==> src/rtl/mem_arbiter_if.sv <==
// Interface bundling the three requester handshakes, the shared read-data
// return and the single-port memory macro connection of mem_arbiter.
// slave  : arbiter side (consumes requests and memory read data).
// master : requester/memory side (drives requests and memory read data).
interface mem_arbiter_if #(
   parameter int ADDR_W = 8,
   parameter int DATA_W = 16
);
   logic              ldr_req;
   logic              ldr_we;
   logic [ADDR_W-1:0] ldr_addr;
   logic [DATA_W-1:0] ldr_wdata;
   logic              ldr_gnt;
   logic              ldr_done;

   logic              dat_req;
   logic              dat_we;
   logic [ADDR_W-1:0] dat_addr;
   logic [DATA_W-1:0] dat_wdata;
   logic              dat_gnt;
   logic              dat_done;

   logic              fet_req;
   logic [ADDR_W-1:0] fet_addr;
   logic              fet_gnt;
   logic              fet_done;

   logic [DATA_W-1:0] rdata;
   logic              busy;

   logic              mem_en;
   logic              mem_we;
   logic [ADDR_W-1:0] mem_addr;
   logic [DATA_W-1:0] mem_wdata;
   logic [DATA_W-1:0] mem_rdata;

   modport slave (
      input  ldr_req, ldr_we, ldr_addr, ldr_wdata,
      output ldr_gnt, ldr_done,
      input  dat_req, dat_we, dat_addr, dat_wdata,
      output dat_gnt, dat_done,
      input  fet_req, fet_addr,
      output fet_gnt, fet_done,
      output rdata, busy,
      output mem_en, mem_we, mem_addr, mem_wdata,
      input  mem_rdata
   );

   modport master (
      output ldr_req, ldr_we, ldr_addr, ldr_wdata,
      input  ldr_gnt, ldr_done,
      output dat_req, dat_we, dat_addr, dat_wdata,
      input  dat_gnt, dat_done,
      output fet_req, fet_addr,
      input  fet_gnt, fet_done,
      input  rdata, busy,
      input  mem_en, mem_we, mem_addr, mem_wdata,
      output mem_rdata
   );
endinterface

==> src/rtl/mem_arbiter.sv <==
// Single-port memory arbiter: loader, core data port and instruction fetch
// share one synchronous-read memory, one access in flight at a time.
// Optional macro MEM_ARB_ROUND_ROBIN_EN: alternate dat/fet priority with a
// last-served pointer (loader stays absolute). Default is fixed ldr > dat > fet.
//
// state | meaning
// IDLE  | no access in flight, arbitrate incoming requests
// ISSUE | winner granted, access presented to memory
// RESP  | memory data returned, done pulsed, arbitrate again
module mem_arbiter #(
   parameter int ADDR_W = 8,
   parameter int DATA_W = 16
) (
   input logic          clk,
   input logic          rst,
   mem_arbiter_if.slave bus
);
   typedef enum logic [1:0] {IDLE, ISSUE, RESP} state_t;
   typedef enum logic [1:0] {SRC_NONE, SRC_LDR, SRC_DAT, SRC_FET} src_t;

   state_t            state, state_nxt;
   src_t              src_q, win;
   logic              win_we, we_q;
   logic [ADDR_W-1:0] win_addr, addr_q;
   logic [DATA_W-1:0] win_wdata, wdata_q;
   logic              take;
   logic              dat_first;

`ifdef MEM_ARB_ROUND_ROBIN_EN
   logic last_fet;

   // Remember which core port won last; reset value lets dat go first.
   always_ff @(posedge clk) begin
      if (rst)
         last_fet <= 1'b1;
      else if (take && win == SRC_DAT)
         last_fet <= 1'b0;
      else if (take && win == SRC_FET)
         last_fet <= 1'b1;
   end

   assign dat_first = last_fet;
`else
   assign dat_first = 1'b1;
`endif

   // Pick the winning requester and its access attributes.
   always_comb begin
      win       = SRC_NONE;
      win_we    = 1'b0;
      win_addr  = '0;
      win_wdata = '0;
      if (bus.ldr_req) begin
         win       = SRC_LDR;
         win_we    = bus.ldr_we;
         win_addr  = bus.ldr_addr;
         win_wdata = bus.ldr_wdata;
      end else if (bus.dat_req && (dat_first || !bus.fet_req)) begin
         win       = SRC_DAT;
         win_we    = bus.dat_we;
         win_addr  = bus.dat_addr;
         win_wdata = bus.dat_wdata;
      end else if (bus.fet_req) begin
         win       = SRC_FET;
         win_addr  = bus.fet_addr;
      end
   end

   assign take = (state == IDLE || state == RESP) && (win != SRC_NONE);

   // State register and latch of the accepted access.
   always_ff @(posedge clk) begin
      if (rst) begin
         state   <= IDLE;
         src_q   <= SRC_NONE;
         we_q    <= 1'b0;
         addr_q  <= '0;
         wdata_q <= '0;
      end else begin
         state <= state_nxt;
         if (take) begin
            src_q   <= win;
            we_q    <= win_we;
            addr_q  <= win_addr;
            wdata_q <= win_wdata;
         end
      end
   end

   // Next-state and state-decoded outputs.
   always_comb begin
      state_nxt     = state;
      bus.ldr_gnt   = 1'b0;
      bus.dat_gnt   = 1'b0;
      bus.fet_gnt   = 1'b0;
      bus.ldr_done  = 1'b0;
      bus.dat_done  = 1'b0;
      bus.fet_done  = 1'b0;
      bus.rdata     = '0;
      bus.mem_en    = 1'b0;
      bus.mem_we    = 1'b0;
      bus.mem_addr  = '0;
      bus.mem_wdata = '0;
      bus.busy      = (state != IDLE);
      case (state)
         IDLE: begin
            if (take) state_nxt = ISSUE;
         end
         ISSUE: begin
            state_nxt     = RESP;
            bus.ldr_gnt   = (src_q == SRC_LDR);
            bus.dat_gnt   = (src_q == SRC_DAT);
            bus.fet_gnt   = (src_q == SRC_FET);
            bus.mem_en    = 1'b1;
            bus.mem_we    = we_q;
            bus.mem_addr  = addr_q;
            bus.mem_wdata = wdata_q;
         end
         RESP: begin
            state_nxt    = take ? ISSUE : IDLE;
            bus.ldr_done = (src_q == SRC_LDR);
            bus.dat_done = (src_q == SRC_DAT);
            bus.fet_done = (src_q == SRC_FET);
            bus.rdata    = bus.mem_rdata;
         end
         default: state_nxt = IDLE;
      endcase
   end
endmodule
==> src/flat_wrapper.sv <==
// flat-port wrapper written by rule: the top's interface ports become plain ports
module mem_arbiter_flat 
#(
   parameter int ADDR_W = 8,
   parameter int DATA_W = 16
)
  (clk, rst, bus_ldr_req, bus_ldr_we, bus_ldr_addr, bus_ldr_wdata, bus_ldr_gnt, bus_ldr_done, bus_dat_req, bus_dat_we, bus_dat_addr, bus_dat_wdata, bus_dat_gnt, bus_dat_done, bus_fet_req, bus_fet_addr, bus_fet_gnt, bus_fet_done, bus_rdata, bus_busy, bus_mem_en, bus_mem_we, bus_mem_addr, bus_mem_wdata, bus_mem_rdata);
  mem_arbiter_if #(.ADDR_W(ADDR_W), .DATA_W(DATA_W)) bus_i ();
  input logic clk;
  input logic rst;
  input wire logic [$bits(bus_i.ldr_req)-1:0] bus_ldr_req;
  input wire logic [$bits(bus_i.ldr_we)-1:0] bus_ldr_we;
  input wire logic [$bits(bus_i.ldr_addr)-1:0] bus_ldr_addr;
  input wire logic [$bits(bus_i.ldr_wdata)-1:0] bus_ldr_wdata;
  output wire logic [$bits(bus_i.ldr_gnt)-1:0] bus_ldr_gnt;
  output wire logic [$bits(bus_i.ldr_done)-1:0] bus_ldr_done;
  input wire logic [$bits(bus_i.dat_req)-1:0] bus_dat_req;
  input wire logic [$bits(bus_i.dat_we)-1:0] bus_dat_we;
  input wire logic [$bits(bus_i.dat_addr)-1:0] bus_dat_addr;
  input wire logic [$bits(bus_i.dat_wdata)-1:0] bus_dat_wdata;
  output wire logic [$bits(bus_i.dat_gnt)-1:0] bus_dat_gnt;
  output wire logic [$bits(bus_i.dat_done)-1:0] bus_dat_done;
  input wire logic [$bits(bus_i.fet_req)-1:0] bus_fet_req;
  input wire logic [$bits(bus_i.fet_addr)-1:0] bus_fet_addr;
  output wire logic [$bits(bus_i.fet_gnt)-1:0] bus_fet_gnt;
  output wire logic [$bits(bus_i.fet_done)-1:0] bus_fet_done;
  output wire logic [$bits(bus_i.rdata)-1:0] bus_rdata;
  output wire logic [$bits(bus_i.busy)-1:0] bus_busy;
  output wire logic [$bits(bus_i.mem_en)-1:0] bus_mem_en;
  output wire logic [$bits(bus_i.mem_we)-1:0] bus_mem_we;
  output wire logic [$bits(bus_i.mem_addr)-1:0] bus_mem_addr;
  output wire logic [$bits(bus_i.mem_wdata)-1:0] bus_mem_wdata;
  input wire logic [$bits(bus_i.mem_rdata)-1:0] bus_mem_rdata;
  assign bus_i.ldr_req = bus_ldr_req;
  assign bus_i.ldr_we = bus_ldr_we;
  assign bus_i.ldr_addr = bus_ldr_addr;
  assign bus_i.ldr_wdata = bus_ldr_wdata;
  assign bus_ldr_gnt = bus_i.ldr_gnt;
  assign bus_ldr_done = bus_i.ldr_done;
  assign bus_i.dat_req = bus_dat_req;
  assign bus_i.dat_we = bus_dat_we;
  assign bus_i.dat_addr = bus_dat_addr;
  assign bus_i.dat_wdata = bus_dat_wdata;
  assign bus_dat_gnt = bus_i.dat_gnt;
  assign bus_dat_done = bus_i.dat_done;
  assign bus_i.fet_req = bus_fet_req;
  assign bus_i.fet_addr = bus_fet_addr;
  assign bus_fet_gnt = bus_i.fet_gnt;
  assign bus_fet_done = bus_i.fet_done;
  assign bus_rdata = bus_i.rdata;
  assign bus_busy = bus_i.busy;
  assign bus_mem_en = bus_i.mem_en;
  assign bus_mem_we = bus_i.mem_we;
  assign bus_mem_addr = bus_i.mem_addr;
  assign bus_mem_wdata = bus_i.mem_wdata;
  assign bus_i.mem_rdata = bus_mem_rdata;
  mem_arbiter #(.ADDR_W(ADDR_W), .DATA_W(DATA_W)) u_core (.clk(clk), .rst(rst), .bus(bus_i));
endmodule
==> config.mk <==
export PLATFORM = sky130hd
export DESIGN_NAME = mem_arbiter_flat
export DESIGN_NICKNAME = d
export VERILOG_FILES = /design/src/rtl/mem_arbiter_if.sv /design/src/rtl/mem_arbiter.sv /design/src/flat_wrapper.sv
export SDC_FILE = /design/constraint.sdc
export NUM_CORES = 1
export LEC_CHECK = 0
export ABC_AREA = 1
export BUFFER_PORTS_ARGS = -buffer_cell sky130_fd_sc_hd__buf_2
export CORE_ASPECT_RATIO = 0.5
export CORE_MARGIN = 2
export CORE_UTILIZATION = 43
export CTS_BUF_LIST = sky130_fd_sc_hd__clkbuf_4
export CTS_CLUSTER_DIAMETER = 50
export DETAILED_ROUTE_END_ITERATION = 10
export GPL_ROUTABILITY_DRIVEN = 0
export PLACE_DENSITY = 0.82
export SYNTH_ARGS = -nofsm -noshare
export SYNTH_HDL_FRONTEND = slang
export SYNTH_SLANG_ARGS = --single-unit
==> constraint.sdc <==
create_clock -name clk -period 1.95 [get_ports clk]
set_input_delay 0.39 -clock clk [delete_from_list [all_inputs] [get_ports clk]]
set_output_delay 0.39 -clock clk [all_outputs]
set_load 0.05 [all_outputs]
# Yosys cells after proc, flatten, opt, wreduce, memory -nomap -nowiden
# Index checks and enable logic that the tools add are counted.
[totals]
ff_bits = 29
input_bits = 79
[classes]
eq_ne = 6
mux = 24
n_reduce_logical = 5
[ops]
columns = ["op", "count"]
rows = [
  ["$mux 16", 4],
  ["$mux 8", 4],
  ["$mux 1", 11],
  ["$mux 2", 4],
  ["$eq 2x2->1 const B", 3],
  ["$pmux 2 s3", 1],
  ["$eq 2x1->1 const B", 2],
  ["$reduce_bool 2->1", 2],
  ["$logic_not 2->1", 1],
  ["$ne 2x1->1 const B", 1],
  ["$logic_and 1x1->1", 1],
  ["$logic_or 1x1->1", 1],
]

# Longest topological paths before layout
# Gate-level depths: netlist of the first run.
[logic_depth]
word_depth = 7
depth_mapped = 8
depth_no_buf = 6

# Worst setup path before layout of the first run
# OpenSTA, ideal clock, no wires.
[synth_path]
path_type = "register -> output"
from = "register u_core.state[0]"
to = "output port bus_dat_gnt"
arrival_time_ps = 2119
required_ps = 1560
setup_slack_ps = -559
path_stages_with_launch = 6
n_path_buf = 1
path_cell_list = "dfxtp_1 > inv_2 > nor2_2 > inv_2 > buf_2 > nor3_1"
[synth_between]
elab_chain_len = 2
[synth_rtl]
columns = ["element", "line_no", "text"]
rows = [
  ["start: declaration", "mem_arbiter.sv:21", "state_t state, state_nxt;"],
  ["start signal: assignment", "mem_arbiter.sv:80", "state <= state_nxt;"],
  ["$eq 2x1->1", "mem_arbiter.sv:105", "case (state)"],
  ["$mux 1", "mem_arbiter.sv:105", ""],
  ["end: declaration", "flat_wrapper.sv:21", "output wire logic [$bits(bus_i.dat_gnt)-1:0] bus_dat_gnt;"],
]
# No other way between the ends.

# Final worst setup path of the first run
[layout_path]
from = "register u_core.state[0]"
to = "output port bus_mem_addr[3]"
[layout_between]
elab_chain_len = 2
[layout_rtl]
columns = ["element", "line_no", "text"]
rows = [
  ["$eq 2x1->1", "mem_arbiter.sv:105", ""],
  ["$mux 8", "mem_arbiter.sv:105", ""],
  ["end: declaration", "flat_wrapper.sv:31", "output wire logic [$bits(bus_i.mem_addr)-1:0] bus_mem_addr;"],
]
# No other way between the ends.

==> flow_metrics.py, run 1 <==
metrics = {
    "critical_path": {
        "critPathRequiredTime_ps": 1560,
        "crit_fanout": 8,
        "regToRegStartpoint": "u_core.state[0]",
        "crit_type": "flip-flop to output pin",
        "critical_path.reg2reg.endpoint": "u_core.wdata_q[6]",
        "cp-end-kind": "output pin",
        "r2r_depth": 5,
        "r2r_setup_slack_ps": 770,
        "cp-start-kind": "flip-flop",
        "cp.arrival_ps": 1450,
    },
    "yosys": {
        "synthesis.area_per_instance_sq_um": 5.50,
        "synth_top_area_frac": 0.296,
        "post_synthesis_cell_type_with_the_largest_combined_area": "dfxtp_1",
        "yosys.cell_types.count": 20,
        "synthesis.nets": 436,
        "synthTopCellsByArea": "dfxtp_1 30%, nand2_1 20%, nor2_1 19%, inv_1 10%, nand3_1 8.4%",
        "syn_inst": 357,
        "ys_seq_elements": 29,
        "mappedNetlistArea_sq_um": 1960,
        "seq_area_frac_synth": 0.296,
        "synth_warnings": 0,
    },
    "detailed_routing": {
        "dr.pass1.iters": 4,
        "drcViolationCount": 0,
        "num_vias": 2392,
        "detail_route.wl_per_cell_um": 9.94,
        "finalWirelength_um": 5320,
        "post_drt_via_cell_ratio": 4.47,
        "post_drt_antenna_nets": 0,
        "drt_iter0_drc": 72,
    },
    "hold_path": {
        "hold_path_cells": 2,
        "hold-path-endpoint": "u_core.state[0]",
        "hold_start": "rst",
        "hold_path_class": "input pin to flip-flop",
    },
    "job": {
        "maxCapViolCount": 0,
    },
    "clocking": {
        "clk_pin_slew_worst_paths_ps": 90,
        "cell_at_the_root_of_the_clock_tree": "clkbuf_4",
        "cts_tree": "yes",
        "ctsHoldBuffers": 0,
        "clock_path_buffers": 2,
        "cts_sinks": 29,
        "clk_latency_ps": 320,
        "h-tree-depth": 2,
        "num_cts_buffers": 5,
    },
    "timing": {
        "grt_setup_unrepaired": "false",
        "worst_slew_pin_slew_ps": 515,
        "final_max_slew_viol_count": 0,
        "totalNegativeSetupSlack_ps": 0,
        "timing.slew.headroom": 0.656,
        "fmaxAchievable_ghz": 0.542,
        "hold_viol": 0,
        "finalWorstPathRequiredPeriod_ps": 1840,
        "final-setup-viol-count": 0,
        "timing.clock.skew_ps": 7.56,
        "min_period_over_period": 0.946,
        "whs_ps": 279,
    },
    "cells_and_area": {
        "post_route_cells_drive_above_1_share": 0.362,
        "filler_cell_count": 445,
        "antenna-diode-count": 0,
        "nNetsFinal": 556,
        "flow.area_growth_from_synthesis_pct": 45.3,
    },
    "grt": {
        "groute.usage.overall": 0.203,
        "global_route_wire_length_before_repair_um": 8400,
        "grt_overflow": 0,
        "grt_start_max_net_pins": 54,
        "number_of_antenna_violations_at_the_first_check_in_global_routing": 0,
        "first_global_vias": 2076,
    },
    "die": {
        "die_w_um": 99.5,
        "io_pins": 128,
        "core_sq_um": 4400,
        "start_util": 0.446,
        "dieHeight_um": 51.8,
        "fp-row-count": 17,
        "die_area_sq_um": 5150,
    },
    "pwr": {
        "cellLeakagePower_nw": 1.68,
        "cellPowerDensity_nw_per_um2": 571,
        "irDropWorstVdd_v": 0.000200,
    },
    "outcome": {
        "outcome": "finished clean",
    },
    "placed_design": {
        "placement.io_buffers": 127,
        "place.detailed.hpwl_um": 3840,
    },
}
-- repair_timing --
action                                 CTS  global route
endpoints found under the hold margin    0             0
setup buffers                            0             0
resized for setup                        1            32
setup endpoints to repair               19            24
-- final cells by class --
cell class | count | area, sq um | share of cell area
multi-input cells | 252 | 1180 | 0.413
clock inverters | 3 | 12.5 | 0.00439
well taps | 57 | 71.3 | 0.0250
clock buffers | 5 | 37.5 | 0.0132
repair buffers | 133 | 756 | 0.265
inverters | 56 | 215 | 0.0755
flip-flops and latches | 29 | 582 | 0.204
-- report_power, final --
group / internal (mW) / leakage (nW) / total (mW) / switching (mW)
sequential: 0.648 / 0.241 / 0.667 / 0.0188
clock: 0.130 / 0.0300 / 0.332 / 0.202
combinational: 0.208 / 1.41 / 0.630 / 0.421
-- flip-flops by register name (all words and copies together), names as in the netlist --
register / cells
u_core.wdata_q: 16
u_core.src_q: 2
u_core.addr_q: 8
u_core.state: 2
u_core.we_q: 1
-- cells in the final DEF, fill, tap and decap left out, drive strengths merged --
cell type	count
a21oi	2
o211ai	1
nand2	104
or2	1
clkinv	3
nor2	103
dfxtp	29
nand3	33
buf	117
inv	56
o21ai	1
nand3b	1
nor3	6
clkbuf	21
-- logic make-up (layout without fill, tap and decap cells) --
logic type             Yosys count  in the layout  synth area share
DFF                             29             29             0.296
AOI/OAI and AO/OA                4              4            0.0115
and+or+nand+nor                248            248             0.515
buffers and inverters           76            197             0.177
-- metrics by stage --
stage / std cells / cell area (sq um) / total power [mW] / util / setup slack (ps)
5_1_grt: 535 / 2850 / 1.75 / 0.647 / 12.3
3_5_place_dp: 527 / 2730 / 1.30 / 0.620 / 225
6_report: 535 / 2850 / 1.63 / 0.647 / 106
3_3_place_gp: 527 / 2730 / 1.29 / 0.620 / 288
2_1_floorplan: 357 / 2100 / 1.15 / - / -97.1
4_1_cts: 535 / 2780 / 1.64 / 0.632 / 31.6
-- layer usage --
layer | vias up | share of wire | track usage
met2 | 74 | 0.48 | 0.390
met5 | - | 0 | 0
met4 | 0 | 0.0030 | 0.0388
met3 | 2 | 0.070 | 0.0618
met1 | 1029 | 0.45 | 0.227
li1 | 1287 | - | -
-- critical path, stage by stage (launching register included) --
cell and delay, ps:
dfxtp_2 330, inv_2 130, nor2_4 50, inv_2 130
buf_4 230, nor2_2 50, clkbuf_4 200
-- synthesized netlist by cell type, drive strengths merged --
cell type  number
a21oi           2
buf            18
clkbuf          2
dfxtp          29
inv            56
nand2         104
nand3          33
nand3b          1
nor2          103
nor3            6
o211ai          1
o21ai           1
or2             1
-- how the worst max path moves through the flow --
| stage | from | to | cells after the start | slack [ps] |
|---|---|---|---|---|
| floorplan | u_core.state[0] | bus_dat_done | 3 | -100 |
| global placement | u_core.state[0] | bus_ldr_done | 4 | 290 |
| detailed placement | u_core.state[0] | bus_fet_done | 4 | 230 |
| CTS | u_core.state[0] | bus_fet_gnt | 6 | 30 |
| global route | u_core.state[0] | bus_mem_addr[6] | 6 | 10 |
| finish | u_core.state[0] | bus_mem_addr[3] | 6 | 110 |
Note: power is estimated with default switching activity, not from simulation.
==> run 2: changes to the inputs <==
--- a/config.mk
+++ b/config.mk
@@ -7,14 +7,17 @@
 export LEC_CHECK = 0
 export ABC_AREA = 1
 export BUFFER_PORTS_ARGS = -buffer_cell sky130_fd_sc_hd__buf_2
+export CELL_PAD_IN_SITES_DETAIL_PLACEMENT = 1
+export CELL_PAD_IN_SITES_GLOBAL_PLACEMENT = 2
 export CORE_ASPECT_RATIO = 0.5
 export CORE_MARGIN = 2
-export CORE_UTILIZATION = 43
+export CORE_UTILIZATION = 21
 export CTS_BUF_LIST = sky130_fd_sc_hd__clkbuf_4
 export CTS_CLUSTER_DIAMETER = 50
 export DETAILED_ROUTE_END_ITERATION = 10
 export GPL_ROUTABILITY_DRIVEN = 0
-export PLACE_DENSITY = 0.82
+export GPL_TIMING_DRIVEN = 1
+export PLACE_DENSITY_LB_ADDON = 0.1
 export SYNTH_ARGS = -nofsm -noshare
 export SYNTH_HDL_FRONTEND = slang
 export SYNTH_SLANG_ARGS = --single-unit
==> run 2 against run 1 <==
Net effect:
- first-iteration DRC count fell by 28%
- sequential share of layout area fell by 0.73 points
- utilization fell by 32 points
- die area rose by 98%
- wire length rose by 34%
- clock power rose by 7.8%
- flip-flop and latch count did not move
- maximum frequency fell by 1.6%
- critical path type unchanged
- critical endpoint is now bus_mem_we
- largest power group unchanged
- highest routed layer unchanged
==> flow_metrics.py, run 2 (same netlist as run 1, synthesis figures left out) <==
metrics = {
    "die": {
        "die_w_um": 141,
        "io_pins": 128,
        "start_util": 0.221,
        "core_sq_um": 8890,
        "dieHeight_um": 72.3,
        "fp-row-count": 24,
        "die_area_sq_um": 10200,
    },
    "timing": {
        "hold_viol": 0,
        "final-setup-viol-count": 0,
        "finalWorstSetupSlack_ps": 75.3,
        "min_period_over_period": 0.961,
        "fmaxAchievable_ghz": 0.533,
        "finalWorstPathRequiredPeriod_ps": 1870,
        "timing.clock.skew_ps": 12.6,
        "timing.slew.headroom": 0.637,
        "worst_slew_pin_slew_ps": 544,
        "final_max_slew_viol_count": 0,
        "grt_setup_unrepaired": "true",
    },
    "cells_and_area": {
        "largest_reg_flops": 16,
        "final-seq-area_sq_um": 581,
        "flow.area_growth_from_synthesis_pct": 50.3,
        "fin_util": 0.332,
        "post_route_cells_drive_above_1_share": 0.365,
        "regMostFlops": "u_core.wdata_q",
        "mostFrequentLayoutCell": "buf_2",
        "filler_cell_count": 1204,
        "multi_input_comb_area_sq_um": 1180,
        "antenna-diode-count": 0,
        "reg.largest.list": "u_core.wdata_q (16), u_core.addr_q (8)",
        "nNetsFinal": 558,
        "layout.cells.most_common_list": "106 x buf_2, 102 x nand2_1, 79 x nor2_1, 53 x inv_1, 33 x nand3_1",
        "finish.cell_count_without_fillers": 596,
        "post-route-cell-area_sq_um": 2950,
    },
    "grt": {
        "first_global_vias": 2491,
        "grt_overflow": 0,
        "grt_start_max_net_pins": 54,
        "global_route_wire_length_before_repair_um": 11500,
        "number_of_antenna_violations_at_the_first_check_in_global_routing": 0,
        "groute.usage.overall": 0.139,
    },
    "critical_path": {
        "crit_type": "flip-flop to output pin",
        "critical_path.n_buffers_inverters": 4,
        "cp-start-kind": "flip-flop",
        "cp.arrival_ps": 1480,
        "critical_path.top_delay_family": "buffers and inverters",
        "r2r_depth": 5,
        "cp-end-kind": "output pin",
        "crit_path_cell_trace": "inv_2 -> nor2_4 -> inv_4 -> buf_12 -> nor2_2 -> clkbuf_4",
        "regToRegStartpoint": "u_core.state[0]",
        "critPathRequiredTime_ps": 1560,
        "critical_path.reg2reg.endpoint": "u_core.addr_q[4]",
        "critical_path.max_stage_delay_ps": 350,
        "slowest_stage_cell_crit_path": "dfxtp_1",
        "r2r_setup_slack_ps": 710,
        "crit_fanout": 15,
    },
    "clocking": {
        "clk_pin_slew_worst_paths_ps": 100,
        "h-tree-depth": 2,
        "clock_path_buffers": 2,
        "ctsHoldBuffers": 0,
        "num_cts_buffers": 5,
        "cts_sinks": 29,
        "cell_at_the_root_of_the_clock_tree": "clkbuf_4",
        "cts_tree": "yes",
        "clk_latency_ps": 320,
    },
    "outcome": {
        "outcome": "finished clean",
    },
    "detailed_routing": {
        "post_drt_antenna_nets": 0,
        "post_drt_via_cell_ratio": 4.13,
        "detail_route.wl_per_cell_um": 12.0,
        "num_vias": 2462,
        "finalWirelength_um": 7130,
        "drt_iter0_drc": 52,
        "dr.pass1.iters": 4,
        "drcViolationCount": 0,
    },
    "pwr": {
        "cellPowerDensity_nw_per_um2": 571,
        "design_power_total_mw": 1.68,
        "cellLeakagePower_nw": 1.69,
        "irDropWorstVdd_v": 0.000160,
    },
    "job": {
        "maxCapViolCount": 0,
    },
    "placed_design": {
        "detailedPlace.worstSlack_ps": 97.4,
        "post_placement_cell_count": 589,
        "instance_area_at_placement_sq_um": 2830,
        "place.detailed.hpwl_um": 5640,
        "placement.io_buffers": 127,
    },
    "hold_path": {
        "hold_path_cells": 2,
        "hold_path_class": "input pin to flip-flop",
        "hold-path-endpoint": "u_core.src_q[1]",
        "hold_start": "rst",
    },
}
[run 2: cell types whose count changed in the layout (fill, tap and decap cells not counted), sizes merged]
cell / delta
clkinv: -2
clkbuf: -3
buf: +6
[run 2: report_power, final]
| part | switching [mW] | leakage, nW | internal, mW |
|---|---|---|---|
| combinational | 0.441 | 1.42 | 0.217 |
| clock | 0.214 | 0.0292 | 0.145 |
| sequential | 0.0183 | 0.241 | 0.648 |
[run 2: worst reg2reg max path: stages, from the launching register on]
cell and delay, ps:
dfxtp_1 350, inv_2 90, nand2_4 430, nand2_1 120, nand2_1 90, nor2_1 50
[run 2: timing repair]
| action | in CTS | in global routing |
|---|---|---|
| setup endpoints to repair | 19 | 36 |
| gates cloned | 0 | 0 |
| resized for setup | 3 | 30 |
| buffers inserted | 0 | 0 |
[run 2: worst max-delay path by stage]
stage | to | from | depth (start not counted) | slack [ps]
after detailed placement | bus_dat_done | u_core.state[0] | 4 | 100
after CTS | bus_dat_done | u_core.state[0] | 4 | -7
after floorplan | bus_dat_done | u_core.state[0] | 3 | -100
after global placement | bus_ldr_done | u_core.state[0] | 4 | 290
after global routing | bus_mem_wdata[14] | u_core.state[0] | 6 | -1
final | bus_mem_we | u_core.state[0] | 6 | 80
[run 2: metal layers]
metal,global-route usage,vias to the layer above,wire (um)
met5,0,-,0
met4,0.0200,0,21
met3,0.0389,2,461
met2,0.247,79,3200
met1,0.175,1094,3450
li1,-,1287,-
[run 2: cell type report]
| cell class | instances | share of cell area |
|---|---|---|
| sequential | 29 | 0.197 |
| clock inverter | 1 | 0.00127 |
| clock buffer | 6 | 0.0153 |
| tap | 117 | 0.0496 |
| inverter | 56 | 0.0738 |
| multi-input combinational | 252 | 0.400 |
| timing repair buffer | 135 | 0.263 |
[run 2: per-stage QoR]
stage / hold WS [ps] / TNS [ps]
CTS: 263 / -6.88
global route: 273 / -0.968
detailed placement: 508 / 0
global placement: 499 / 0
floorplan: 459 / -678
finish: 275 / 0
==> run 3: changes to the inputs <==
--- a/config.mk
+++ b/config.mk
@@ -5,13 +5,13 @@
 export SDC_FILE = /design/constraint.sdc
 export NUM_CORES = 1
 export LEC_CHECK = 0
-export ABC_AREA = 1
 export BUFFER_PORTS_ARGS = -buffer_cell sky130_fd_sc_hd__buf_2
+export CAP_MARGIN = 0
 export CELL_PAD_IN_SITES_DETAIL_PLACEMENT = 1
 export CELL_PAD_IN_SITES_GLOBAL_PLACEMENT = 2
 export CORE_ASPECT_RATIO = 0.5
 export CORE_MARGIN = 2
-export CORE_UTILIZATION = 21
+export CORE_UTILIZATION = 22
 export CTS_BUF_LIST = sky130_fd_sc_hd__clkbuf_4
 export CTS_CLUSTER_DIAMETER = 50
 export DETAILED_ROUTE_END_ITERATION = 10
==> run 3 against run 2 <==
Net effect:
- critical path depth is 2 lower
- utilization is 2.0 points higher
- sequential share of layout area is 2.8 points higher
- sequential power is 2% higher
- clock power hardly changed
- clock skew is 3.9 ps lower
- final area is 12% lower
- final cell count is 30% lower
- combinational power is 19% lower
- critical path type unchanged
==> flow_metrics.py, run 3 <==
metrics = {
    "outcome": {
        "outcome": "finished clean",
    },
    "yosys": {
        "synth_simple_gate_area_share": 0.248,
        "post_synthesis_cell_type_with_the_largest_combined_area": "dfxtp_1",
        "synth_top_family_by_area": "compound AO/OA/AOI/OAI gates",
        "yosys.cell_types.count": 29,
        "post_synth_fa_ha_maj_area_fraction": 0,
        "synthTopCellsByArea": "dfxtp_1 35%, and2_1 15%, a211oi_1 7.7%, a22oi_1 7.7%, a21oi_1 5.4%",
        "syn_inst": 194,
        "ys_seq_elements": 29,
        "synth_compound_gate_area_share": 0.331,
        "netlist_top_cells_count": "41 x and2_1, 29 x dfxtp_1, 18 x a21oi_1, 17 x a211oi_1, 17 x a22oi_1",
        "synth_top_area_frac": 0.348,
        "ys.flop_type": "dfxtp_1",
        "muxShareOfSynthArea": 0,
        "seq_area_frac_synth": 0.348,
        "mappedNetlistArea_sq_um": 1670,
        "synthesis.nets": 273,
        "yosys.area_share.xor_xnor": 0,
        "number_of_enable_flip_flop_cells_after_synthesis": 0,
        "synth_warnings": 0,
        "synthesis.area_per_instance_sq_um": 8.60,
        "yosys.cell_count.top_type": "and2_1",
        "ys_async_sr_fraction": 0,
    },
    "clocking": {
        "clock_path_buffers": 2,
        "cts_sinks": 29,
        "ctsHoldBuffers": 0,
        "clk_latency_ps": 330,
        "h-tree-depth": 2,
        "cell_at_the_root_of_the_clock_tree": "clkbuf_4",
        "clk_pin_slew_worst_paths_ps": 80,
        "cts_tree": "yes",
        "num_cts_buffers": 5,
    },
    "die": {
        "fp-row-count": 22,
        "core_sq_um": 7350,
        "start_util": 0.227,
        "io_pins": 128,
        "dieHeight_um": 65.6,
        "die_area_sq_um": 8340,
        "die_w_um": 127,
    },
    "critical_path": {
        "cp.arrival_ps": 1440,
        "cp-end-kind": "output pin",
        "crit_fanout": 19,
        "cp-start-kind": "flip-flop",
        "r2r_depth": 5,
        "crit_type": "flip-flop to output pin",
        "regToRegStartpoint": "u_core.state[0]",
        "crit_path_start": "u_core.state[1]",
        "critPathRequiredTime_ps": 1560,
    },
    "detailed_routing": {
        "post_drt_antenna_nets": 0,
        "drt_iter0_drc": 48,
        "dr.pass1.iters": 5,
        "detail_route.wl_per_cell_um": 14.8,
        "drcViolationCount": 0,
        "finalWirelength_um": 6200,
        "num_vias": 1999,
        "post_drt_via_cell_ratio": 4.77,
    },
    "timing": {
        "finalWorstSetupSlack_ps": 124,
        "grt_setup_unrepaired": "false",
        "final_max_slew_viol_count": 0,
        "worst_slew_pin_slew_ps": 609,
        "timing.clock.skew_ps": 8.74,
        "fmaxAchievable_ghz": 0.548,
        "totalNegativeSetupSlack_ps": 0,
        "final-setup-viol-count": 0,
        "finalWorstPathRequiredPeriod_ps": 1830,
        "hold_viol": 0,
        "min_period_over_period": 0.937,
        "timing.slew.headroom": 0.592,
        "whs_ps": 316,
    },
    "cells_and_area": {
        "antenna-diode-count": 0,
        "nNetsFinal": 402,
        "layout.cells.most_common_list": "100 x buf_2, 41 x and2_1, 32 x buf_4, 28 x dfxtp_1, 18 x a21oi_1",
        "regMostFlops": "u_core.wdata_q",
        "filler_cell_count": 924,
        "final-seq-area_sq_um": 582,
        "largest_reg_flops": 16,
        "post_route_cells_drive_above_1_share": 0.486,
        "mostFrequentLayoutCell": "buf_2",
        "reg.largest.list": "u_core.wdata_q (16), u_core.addr_q (8)",
        "finish.cell_count_without_fillers": 419,
        "multi_input_comb_area_sq_um": 978,
        "flow.area_growth_from_synthesis_pct": 55.1,
    },
    "grt": {
        "global_route_wire_length_before_repair_um": 9920,
        "groute.usage.overall": 0.150,
        "grt_overflow": 0,
        "number_of_antenna_violations_at_the_first_check_in_global_routing": 0,
        "grt_start_max_net_pins": 26,
        "first_global_vias": 2052,
    },
    "hold_path": {
        "hold_path_class": "input pin to flip-flop",
        "hold_start": "rst",
        "hold_path_cells": 2,
    },
    "placed_design": {
        "placement.io_buffers": 127,
        "detailedPlace.worstSlack_ps": 372,
        "post_placement_cell_count": 412,
        "place.detailed.hpwl_um": 4950,
    },
    "pwr": {
        "irDropWorstVdd_v": 0.000207,
        "design_power_total_mw": 1.57,
        "cellLeakagePower_nw": 1.26,
        "cellPowerDensity_nw_per_um2": 606,
    },
    "job": {
        "maxCapViolCount": 0,
    },
}
## run 3: kinds of logic (layout without fill, tap and decap cells)
family | Yosys count | count (layout)
AOI/OAI and AO/OA | 74 | 74
buffers and inverters | 24 | 153
DFF | 29 | 29
and+or+nand+nor | 67 | 67
## run 3: cell type report
class,instances,share of cell area
clock inverter,1,0.00145
multi-input combinational,141,0.378
inverter,5,0.00726
tap,96,0.0464
sequential,29,0.225
clock buffer,6,0.0174
timing repair buffer,141,0.324
## run 3: timing repair
item                       in CTS  in global routing
setup endpoints to repair       1                 27
buffers inserted                0                  0
resized for setup               1                 61
## run 3: stage by stage
stage                util  cell area (sq um)
finish              0.352               2590
global route        0.352               2590
CTS                 0.339               2490
detailed placement  0.332               2440
global placement    0.332               2440
floorplan               -               1680
## run 3: path summary, 6_finish.rpt
check / endpoint / slack, ps
min reg2reg: u_core.addr_q[0] / 470
max reg2reg: u_core.wdata_q[10] / 570
max: bus_ldr_done / 120
min: u_core.state[0] / 320
## run 3: critical path, stage by stage (launching register included)
cell and delay [ps]:
dfxtp_1 350, nor2b_1 130, buf_4 190, nor3b_2 170, buf_2 280
## run 3: metal layers
layer | GRT usage | routed length (um)
met4 | 0.0412 | 65
met1 | 0.186 | 2820
met3 | 0.0399 | 377
met2 | 0.261 | 2940
met5 | 0 | 0
## run 3: power by group
group	switching [mW]	internal, mW
logic	0.322	0.212
registers	0.0282	0.648
clock network	0.212	0.145
total	0.562	1.00
